$ cat config.mk
export PLATFORM = sky130hd
export DESIGN_NAME = rv_alu_arb_flat
export DESIGN_NICKNAME = d
export VERILOG_FILES = /design/src/rtl/rv_alu_arb_if.sv /design/src/rtl/rv_alu_arb.sv /design/src/flat_wrapper.sv
export SDC_FILE = /design/constraint.sdc
export NUM_CORES = 1
export LEC_CHECK = 0
export CORE_MARGIN = 1
export CORE_UTILIZATION = 40
export CTS_CLUSTER_SIZE = 28
export DETAILED_ROUTE_END_ITERATION = 16
export GPL_TIMING_DRIVEN = 1
export PLACE_DENSITY = 0.65
export SLEW_MARGIN = 20
export SYNTH_ARGS = -nofsm -noshare
export SYNTH_HDL_FRONTEND = slang
export SYNTH_SLANG_ARGS = --single-unit
$ cat constraint.sdc
create_clock -name clk_i -period 4.65 [get_ports clk_i]
set_input_delay 0.465 -clock clk_i [delete_from_list [all_inputs] [get_ports clk_i]]
set_output_delay 0.465 -clock clk_i [all_outputs]
set_load 0.01 [all_outputs]
$ cat src/rtl/rv_alu_arb_if.sv
// rv_alu_arb_if: requester operation bus and registered response slot of the shared ALU arbiter.
interface rv_alu_arb_if #(parameter int NREQ = 2);
    localparam int IDW = $clog2(NREQ);
    logic [NREQ-1:0]    req_valid;
    logic [NREQ-1:0]    req_ready;
    logic [NREQ*32-1:0] req_a;
    logic [NREQ*32-1:0] req_b;
    logic [NREQ*4-1:0]  req_ctrl;
    logic               rsp_valid;
    logic               rsp_ready;
    logic [IDW-1:0]     rsp_id;
    logic [31:0]        rsp_result;
    logic               rsp_err;
    modport master (
        output req_valid, req_a, req_b, req_ctrl, rsp_ready,
        input  req_ready, rsp_valid, rsp_id, rsp_result, rsp_err
    );
    modport slave (
        input  req_valid, req_a, req_b, req_ctrl, rsp_ready,
        output req_ready, rsp_valid, rsp_id, rsp_result, rsp_err
    );
endinterface

$ cat src/rtl/rv_alu_arb.sv
// rv_alu_arb: round-robin sharing of one combinational ALU among NREQ requesters,
// with a single registered response slot tagged by the winner's index.
module rv_alu_arb #(
    parameter int NREQ = 2
) (
    input logic        clk_i,
    input logic        rst_ni,
    rv_alu_arb_if.slave bus
);
    localparam int IDW = $clog2(NREQ);

    logic [31:0]    a_arr [NREQ];
    logic [31:0]    b_arr [NREQ];
    logic [3:0]     c_arr [NREQ];
    logic [IDW-1:0] ptr, g;
    logic [31:0]    a, b, res;
    logic [3:0]     ctrl;
    logic           accept, fire, bad;

    for (genvar i = 0; i < NREQ; i++) begin : g_unpack
        assign a_arr[i] = bus.req_a[32*i +: 32];
        assign b_arr[i] = bus.req_b[32*i +: 32];
        assign c_arr[i] = bus.req_ctrl[4*i +: 4];
    end

    // Scan backwards so the last hit is the first valid index at or after ptr, wrapping mod NREQ.
    always_comb begin
        g = ptr;
        for (int k = NREQ - 1; k >= 0; k--)
            if (bus.req_valid[IDW'((int'(ptr) + k) % NREQ)]) g = IDW'((int'(ptr) + k) % NREQ);
    end

    assign accept        = !bus.rsp_valid || bus.rsp_ready;
    assign fire          = accept && |bus.req_valid;
    assign bus.req_ready = fire ? NREQ'(1) << g : '0;
    assign a             = a_arr[g];
    assign b             = b_arr[g];
    assign ctrl          = c_arr[g];
    assign bad           = ctrl > 4'd9;

    always_comb begin
        res = 32'h0;
        case (ctrl)
            4'd0: res = a - b;
            4'd1: res = a + b;
            4'd2: res = a << b[4:0];
            4'd3: res = {31'b0, $signed(a) < $signed(b)};
            4'd4: res = {31'b0, a < b};
            4'd5: res = a ^ b;
            4'd6: res = $signed(a) >>> b[4:0];
            4'd7: res = a >> b[4:0];
            4'd8: res = a | b;
            4'd9: res = a & b;
            default: res = 32'h0;
        endcase
    end

    always_ff @(posedge clk_i or negedge rst_ni) begin
        if (!rst_ni) begin
            bus.rsp_valid  <= 1'b0;
            bus.rsp_id     <= '0;
            bus.rsp_result <= 32'h0;
            bus.rsp_err    <= 1'b0;
            ptr            <= '0;
        end else if (fire) begin
            bus.rsp_valid  <= 1'b1;
            bus.rsp_id     <= g;
            bus.rsp_result <= res;
            bus.rsp_err    <= bad;
            ptr            <= (g == IDW'(NREQ - 1)) ? '0 : g + 1'b1;
        end else if (bus.rsp_ready) begin
            bus.rsp_valid  <= 1'b0;
        end
    end
endmodule

$ cat src/flat_wrapper.sv
// flat-port wrapper written by rule: the top's interface ports become plain ports
module rv_alu_arb_flat 
#(
    parameter int NREQ = 2
)
  (clk_i, rst_ni, bus_req_valid, bus_req_a, bus_req_b, bus_req_ctrl, bus_rsp_ready, bus_req_ready, bus_rsp_valid, bus_rsp_id, bus_rsp_result, bus_rsp_err);
  rv_alu_arb_if #(.NREQ(NREQ)) bus_i ();
  input logic clk_i;
  input logic rst_ni;
  input wire logic [$bits(bus_i.req_valid)-1:0] bus_req_valid;
  input wire logic [$bits(bus_i.req_a)-1:0] bus_req_a;
  input wire logic [$bits(bus_i.req_b)-1:0] bus_req_b;
  input wire logic [$bits(bus_i.req_ctrl)-1:0] bus_req_ctrl;
  input wire logic [$bits(bus_i.rsp_ready)-1:0] bus_rsp_ready;
  output wire logic [$bits(bus_i.req_ready)-1:0] bus_req_ready;
  output wire logic [$bits(bus_i.rsp_valid)-1:0] bus_rsp_valid;
  output wire logic [$bits(bus_i.rsp_id)-1:0] bus_rsp_id;
  output wire logic [$bits(bus_i.rsp_result)-1:0] bus_rsp_result;
  output wire logic [$bits(bus_i.rsp_err)-1:0] bus_rsp_err;
  assign bus_i.req_valid = bus_req_valid;
  assign bus_i.req_a = bus_req_a;
  assign bus_i.req_b = bus_req_b;
  assign bus_i.req_ctrl = bus_req_ctrl;
  assign bus_i.rsp_ready = bus_rsp_ready;
  assign bus_req_ready = bus_i.req_ready;
  assign bus_rsp_valid = bus_i.rsp_valid;
  assign bus_rsp_id = bus_i.rsp_id;
  assign bus_rsp_result = bus_i.rsp_result;
  assign bus_rsp_err = bus_i.rsp_err;
  rv_alu_arb #(.NREQ(NREQ)) u_core (.clk_i(clk_i), .rst_ni(rst_ni), .bus(bus_i));
endmodule
# --- Word-level counts from Yosys, hierarchy flattened ---
# Cells that the tools add are included.
word_totals:
  register_bits: 36
  input_bits: 141
  word_cells: 58
  out_inout_bits: 37
op_classes:
  eq_ne: 9
  n_reduce_logical: 6
  order_cmp: 6
  addsub: 4
  bitwise_logic: 4
  mux: 20
  n_shift: 4
op_table:
  columns: ["op", "count"]
  rows:
  - ["32-bit case mux with 10 select lines", 1]
  - ["32-bit 2-to-1 mux", 6]
  - ["32-bit < comparator", 2]
  - ["32-bit adder", 1]
  - ["32-bit bitwise AND", 1]
  - ["32-bit OR", 1]
  - ["32-bit by 5-bit << shifter with 32-bit output", 1]
  - ["32-bit by 5-bit right shift with 32-bit output", 1]
  - ["32-bit by 5-bit >>> shifter with 32-bit output", 1]
  - ["32-bit subtractor", 1]
  - ["32-bit XOR", 1]
  - ["4-bit by 3-bit == test with 1-bit output, second input constant", 4]
  - ["4-bit 2-to-1 mux", 3]
  - ["1-bit 2-to-1 mux", 9]
  - ["4-bit by 2-bit == test with 1-bit output, second input constant", 2]
  - ["4-bit == test, second input constant", 2]
  - ["1-bit by 3-bit < comparator with 1-bit output, second input constant", 2]
  - ["4-bit by 1-bit == test with 1-bit output, second input constant", 1]
  - ["4-bit greater-than comparator, second input constant", 1]
  - ["4-bit zero test", 1]
  - ["1-bit adder, second input constant", 2]
  - ["2-bit greater-or-equal comparator, second input constant", 1]
  - ["2-bit 2-to-1 mux", 1]
  - ["1-bit inverter with 2-bit output", 1]
  - ["other kinds (6)", 6]

# --- Depth between registers and ports, before layout ---
depth:
  depth_word: 12
  mapped_depth: 19

# --- Least setup slack after synthesis ---
# OpenSTA, ideal clock, no wires.
synth_path:
  path_kind: "flip-flop to flip-flop"
  from: "reg u_core.ptr"
  to: "reg u_core.bus.rsp_result[27]"
  arrival_time_ns: 4.192
  required_ns: 4.522
  path_slack_ns: 0.330
  path_stages_with_launch: 19
  path_buffers: 7
  cell_sequence: "dfrtp_1 -> buf_6 -> buf_6 -> buf_4 -> buf_4 -> buf_2 -> buf_1 -> mux2i_1 -> ha_1 -> buf_2 -> o21a_1 -> o211ai_1 -> a221o_1 -> nor2_1 -> o211ai_1 -> a21oi_1 -> a2111oi_0 -> or4b_1 -> a31oi_1"
synth_between:
  elab_chain_cells: 9
  word_cells_on_any_way: 32
  classes_between: "3 x add/sub; 9 x eq/ne; 3 x shift; 12 x mux; 4 x bitwise; 1 x reduce/logical"
synth_rtl:
  columns: ["element", "line", "source"]
  rows:
  - ["from (decl)", "rv_alu_arb.sv:15", "logic [IDW-1:0] ptr, g;"]
  - ["from (signal assigned)", "rv_alu_arb.sv:70", "ptr <= (g == IDW'(NREQ - 1)) ? '0 : g + 1'b1;"]
  - ["1-bit adder", "rv_alu_arb.sv:30", "if (bus.req_valid[IDW'((int'(ptr) + k) % NREQ)]) g = IDW'((int'(ptr) + k) % NREQ);"]
  - ["1-bit 2-to-1 mux", "rv_alu_arb.sv:30", null]
  - ["1-bit 2-to-1 mux (*)", "rv_alu_arb.sv:30", null]
  - ["1-bit inverter with 2-bit output (implied by the code) (*)", "rv_alu_arb.sv:36, rv_alu_arb.sv:37, rv_alu_arb.sv:38", null]
  - ["32-bit 2-to-1 mux (implied by the code) (tied with other cells) (3 in series)", "rv_alu_arb.sv:36", "assign a = a_arr[g];"]
  - ["32-bit adder (tied with other cells)", "rv_alu_arb.sv:45", "4'd1: res = a + b;"]
  - ["32-bit case mux with 10 select lines (*)", "rv_alu_arb.sv:43", "case (ctrl)"]
  - ["to (signal assigned)", "rv_alu_arb.sv:68", "bus.rsp_result <= res;"]
  - ["to (decl)", "rv_alu_arb_if.sv:20", "output req_ready, rsp_valid, rsp_id, rsp_result, rsp_err"]
# Every way passes the cells marked *; elsewhere a longest branch is shown, timed or not. The select of a mux whose other input is x is not followed.
# A chain may end at the register's enable or synchronous reset.

# --- Final worst setup path ---
# Same ends and word-level chain as after synthesis.

==> results.tsv <==
metric	value	unit
status	finished, final reports clean	
CTS tree	done	
Synth Register Bits	36	
Placement Setup Slack	0.09595	ns
Post-synth EDFFs	0	
Die Y	168.7	µm
Total Routed Length	59010	µm
initial antenna violation count	2	
worst r2r path cells	14	
Site Rows	60	
GRT busiest layer	met2	
setup-violating endpoint count in the final report	0	
Synth Instances	1611	
Reg2Reg Setup Slack	0.17	ns
die width	168.7	µm
total number of vias	14190	
worst hold-check path type	in2async	
Post-CTS Repair Setup Buffers	0	
most common cell after layout, fill and taps aside	nand2_1	
f_max	223.0	MHz
sequential-to-total area share from yosys stat	8.100	%
top-level port count	178	
Distinct cells, synth	92	
final period utilization	96.44	%
static leakage	5.884	nW
Antenna Nets Post-Route	0	
PwrDens	669.0	nW/µm²
global-route wire length before repair	85700	µm
Total GRT Usage	40.35	%
Worst-Margin Slew	1.046	ns
DP HPWL	46720	µm
Post-Syn Area	11120	µm²
Core ar.	27100	µm²
Clock Root Buffer	clkbuf_16	
Syn Area/Cell	6.904	µm²
crit path capture type	register	
Final Max Slew Viols	0	
Max Clock Skew	0.006826	ns
WS Path Type	reg2reg	
met3 Track Usage GR	7.131	%
setup tns final	0	ns
Sink Count	36	
most frequent cells in the layout	nand2_1, clkdlybuf4s50_1, a21oi_1, nor2_1, mux2i_1	
DR vias/cell	6.579	
Placer Congestion	1.042	
Reg clk slew, reported paths	0.08	ns
worst r2r dst	u_core.bus.rsp_result[27]	
post-route minimum period	4.485	ns
max-cap check violation count	0	
commonest register cell after synthesis	dfrtp_1	
vias in the first global route	13170	
Req. time, crit path	4.87	ns
die area	28470	µm²
RSZ-0062 raised after global routing	no	
htree depth	2	
synth warn	0	
final hold violations	0	
largest net degree at the start of global routing	58	
CTS Buffer Depth	2	
post-CTS sizing	0	
post-synth net total	1851	
1st-iter DRT viols	2018	
CP Launch Type	register	
worst r2r src	u_core.ptr	
Clock Latency Late Sink	0.31	ns
wire per inst	27.36	µm
met2 usage	62.94	%
GR Overflow Total	0	
DRC errors left	0	
worst path arrival time	4.70	ns
Crit Path Max Fanout	27	
hold slack	0.1704	ns
nets	2023	
Tot Pwr	0.009230	W
Inserted Clock Buffers	5	
met1 Track Usage GR	55.51	%
First-pass DRT Iterations	6	
post-route setup slack	0.1654	ns
Layout area overhead	24.06	%
initial core utilization	41.04	%
Synth async-reset ratio	100.0	%
Peak VDD IR	295.9	µV
layout cells sized above 1	10.20	%
cts hold-fix bufs	0	
port buffer count	177	
Slew HR	30.09	%
-- cell type report --
| class | count | area, µm² |
|---|---|---|
| diodes | 1 | 2.502 |
| clock buffers | 5 | 125.1 |
| clock inverters | 3 | 42.54 |
| fillers | 2789 | 13300 |
| inverters | 102 | 382.9 |
| multi-input cells | 1353 | 9254 |
| flip-flops and latches | 36 | 904.6 |
| well taps | 372 | 465.4 |
| repair buffers | 285 | 2621 |
-- where the power goes --
group | internal [W] | total [W] | switching (W)
logic | 0.00294 | 0.00819 | 0.00526
registers | 0.000448 | 0.000596 | 0.000149
clock network | 0.000254 | 0.000441 | 0.000188
total | 0.00364 | 0.00923 | 0.00559
-- stage by stage --
stage | instances | util (%) | cell area, µm²
finish | 2157 | 50.91 | 13800
global route | 2156 | 50.90 | 13800
CTS | 2156 | 50.88 | 13790
detailed placement | 2148 | 50.26 | 13620
global placement | 2148 | 50.26 | 13620
floorplan | 1611 | - | 11120
-- routing by layer --
metal	up-vias	part of all wire, %
met3	132	11
met1	6742	42
met4	2	3.7
met5	-	0.031
met2	979	43
li1	6336	-
-- worst max-delay path by stage --
stage / endpoint / startpoint / slack (ns) / cells after the start
after global placement: u_core.bus.rsp_result[12] / bus_req_b[0] / 0.03 / 17
after CTS: u_core.bus.rsp_result[12] / u_core.ptr / 0.08 / 13
final: u_core.bus.rsp_result[27] / u_core.ptr / 0.17 / 14
after detailed placement: u_core.bus.rsp_result[12] / bus_req_b[32] / 0.1 / 17
after global routing: u_core.bus.rsp_result[27] / u_core.ptr / 0.07 / 14
after floorplan: u_core.bus.rsp_result[27] / u_core.ptr / 0.33 / 18
-- sequential cells by signal, indices dropped and copies added, names as in the netlist --
register / flops
u_core.bus.rsp_id: 1
u_core.bus.rsp_valid: 1
u_core.bus.rsp_result: 32
u_core.bus.rsp_err: 1
u_core.ptr: 1
-- cell families after synthesis --
family / count (synthesis) / share of synthesized area, %
XOR/XNOR: 9 / 0.7088
flip-flops: 36 / 8.100
multiplexers: 151 / 15.05
buffers and inverters: 222 / 8.977
AO/OA/AOI/OAI: 610 / 36.31
AND/OR/NAND/NOR: 484 / 19.57
adder cells (fa/ha/maj): 99 / 11.27
-- worst max-delay path, stage by stage (launching register included) --
cell       delay, ns
dfrtp_4         0.62
buf_6           0.35
mux2i_2         0.52
inv_1           0.27
ha_1            0.31
a21oi_1         0.19
and2_1          0.20
o2111a_1        0.24
nor2_1          0.08
o211ai_1        0.46
a21oi_1         0.20
a2111oi_0       0.45
buf_4           0.20
o211ai_2        0.08
a31oi_1         0.19
-- cell usage after synthesis (7+ instances only) --
| cell | n | area (µm²) |
|---|---|---|
| o2111ai_1 | 8 | 70.07 |
| inv_2 | 13 | 48.80 |
| a221o_1 | 10 | 100.1 |
| o32ai_1 | 7 | 61.31 |
| a21o_1 | 17 | 127.6 |
| o22ai_1 | 19 | 118.9 |
| nand3_1 | 22 | 110.1 |
| buf_2 | 34 | 170.2 |
| o21bai_1 | 14 | 105.1 |
| nand2b_1 | 14 | 87.58 |
| a21oi_1 | 159 | 795.8 |
| a31oi_1 | 31 | 193.9 |
| a221oi_1 | 18 | 157.7 |
| o311ai_0 | 7 | 61.31 |
| o221ai_1 | 17 | 148.9 |
| buf_4 | 7 | 52.55 |
| xnor2_1 | 8 | 70.07 |
| ha_1 | 97 | 1214 |
| o21ai_0 | 113 | 565.5 |
| nor2b_1 | 11 | 68.82 |
| o21a_1 | 15 | 112.6 |
| mux2_2 | 9 | 101.4 |
| nand2_1 | 187 | 701.9 |
| inv_1 | 89 | 334.1 |
| o211ai_1 | 47 | 352.8 |
| nor3_1 | 36 | 180.2 |
| o21ai_1 | 9 | 45.04 |
| buf_1 | 10 | 37.54 |
| dfrtp_1 | 36 | 900.9 |
| nor2_1 | 148 | 555.5 |
| clkbuf_1 | 57 | 214.0 |
| buf_6 | 9 | 101.4 |
| mux2i_2 | 7 | 96.34 |
| nor4_1 | 15 | 93.84 |
| mux2i_1 | 125 | 1251 |
| a211oi_1 | 22 | 165.2 |
| a22oi_1 | 16 | 120.1 |
| o31ai_1 | 19 | 142.6 |
No activity file was read; power rests on OpenSTA's default activity.
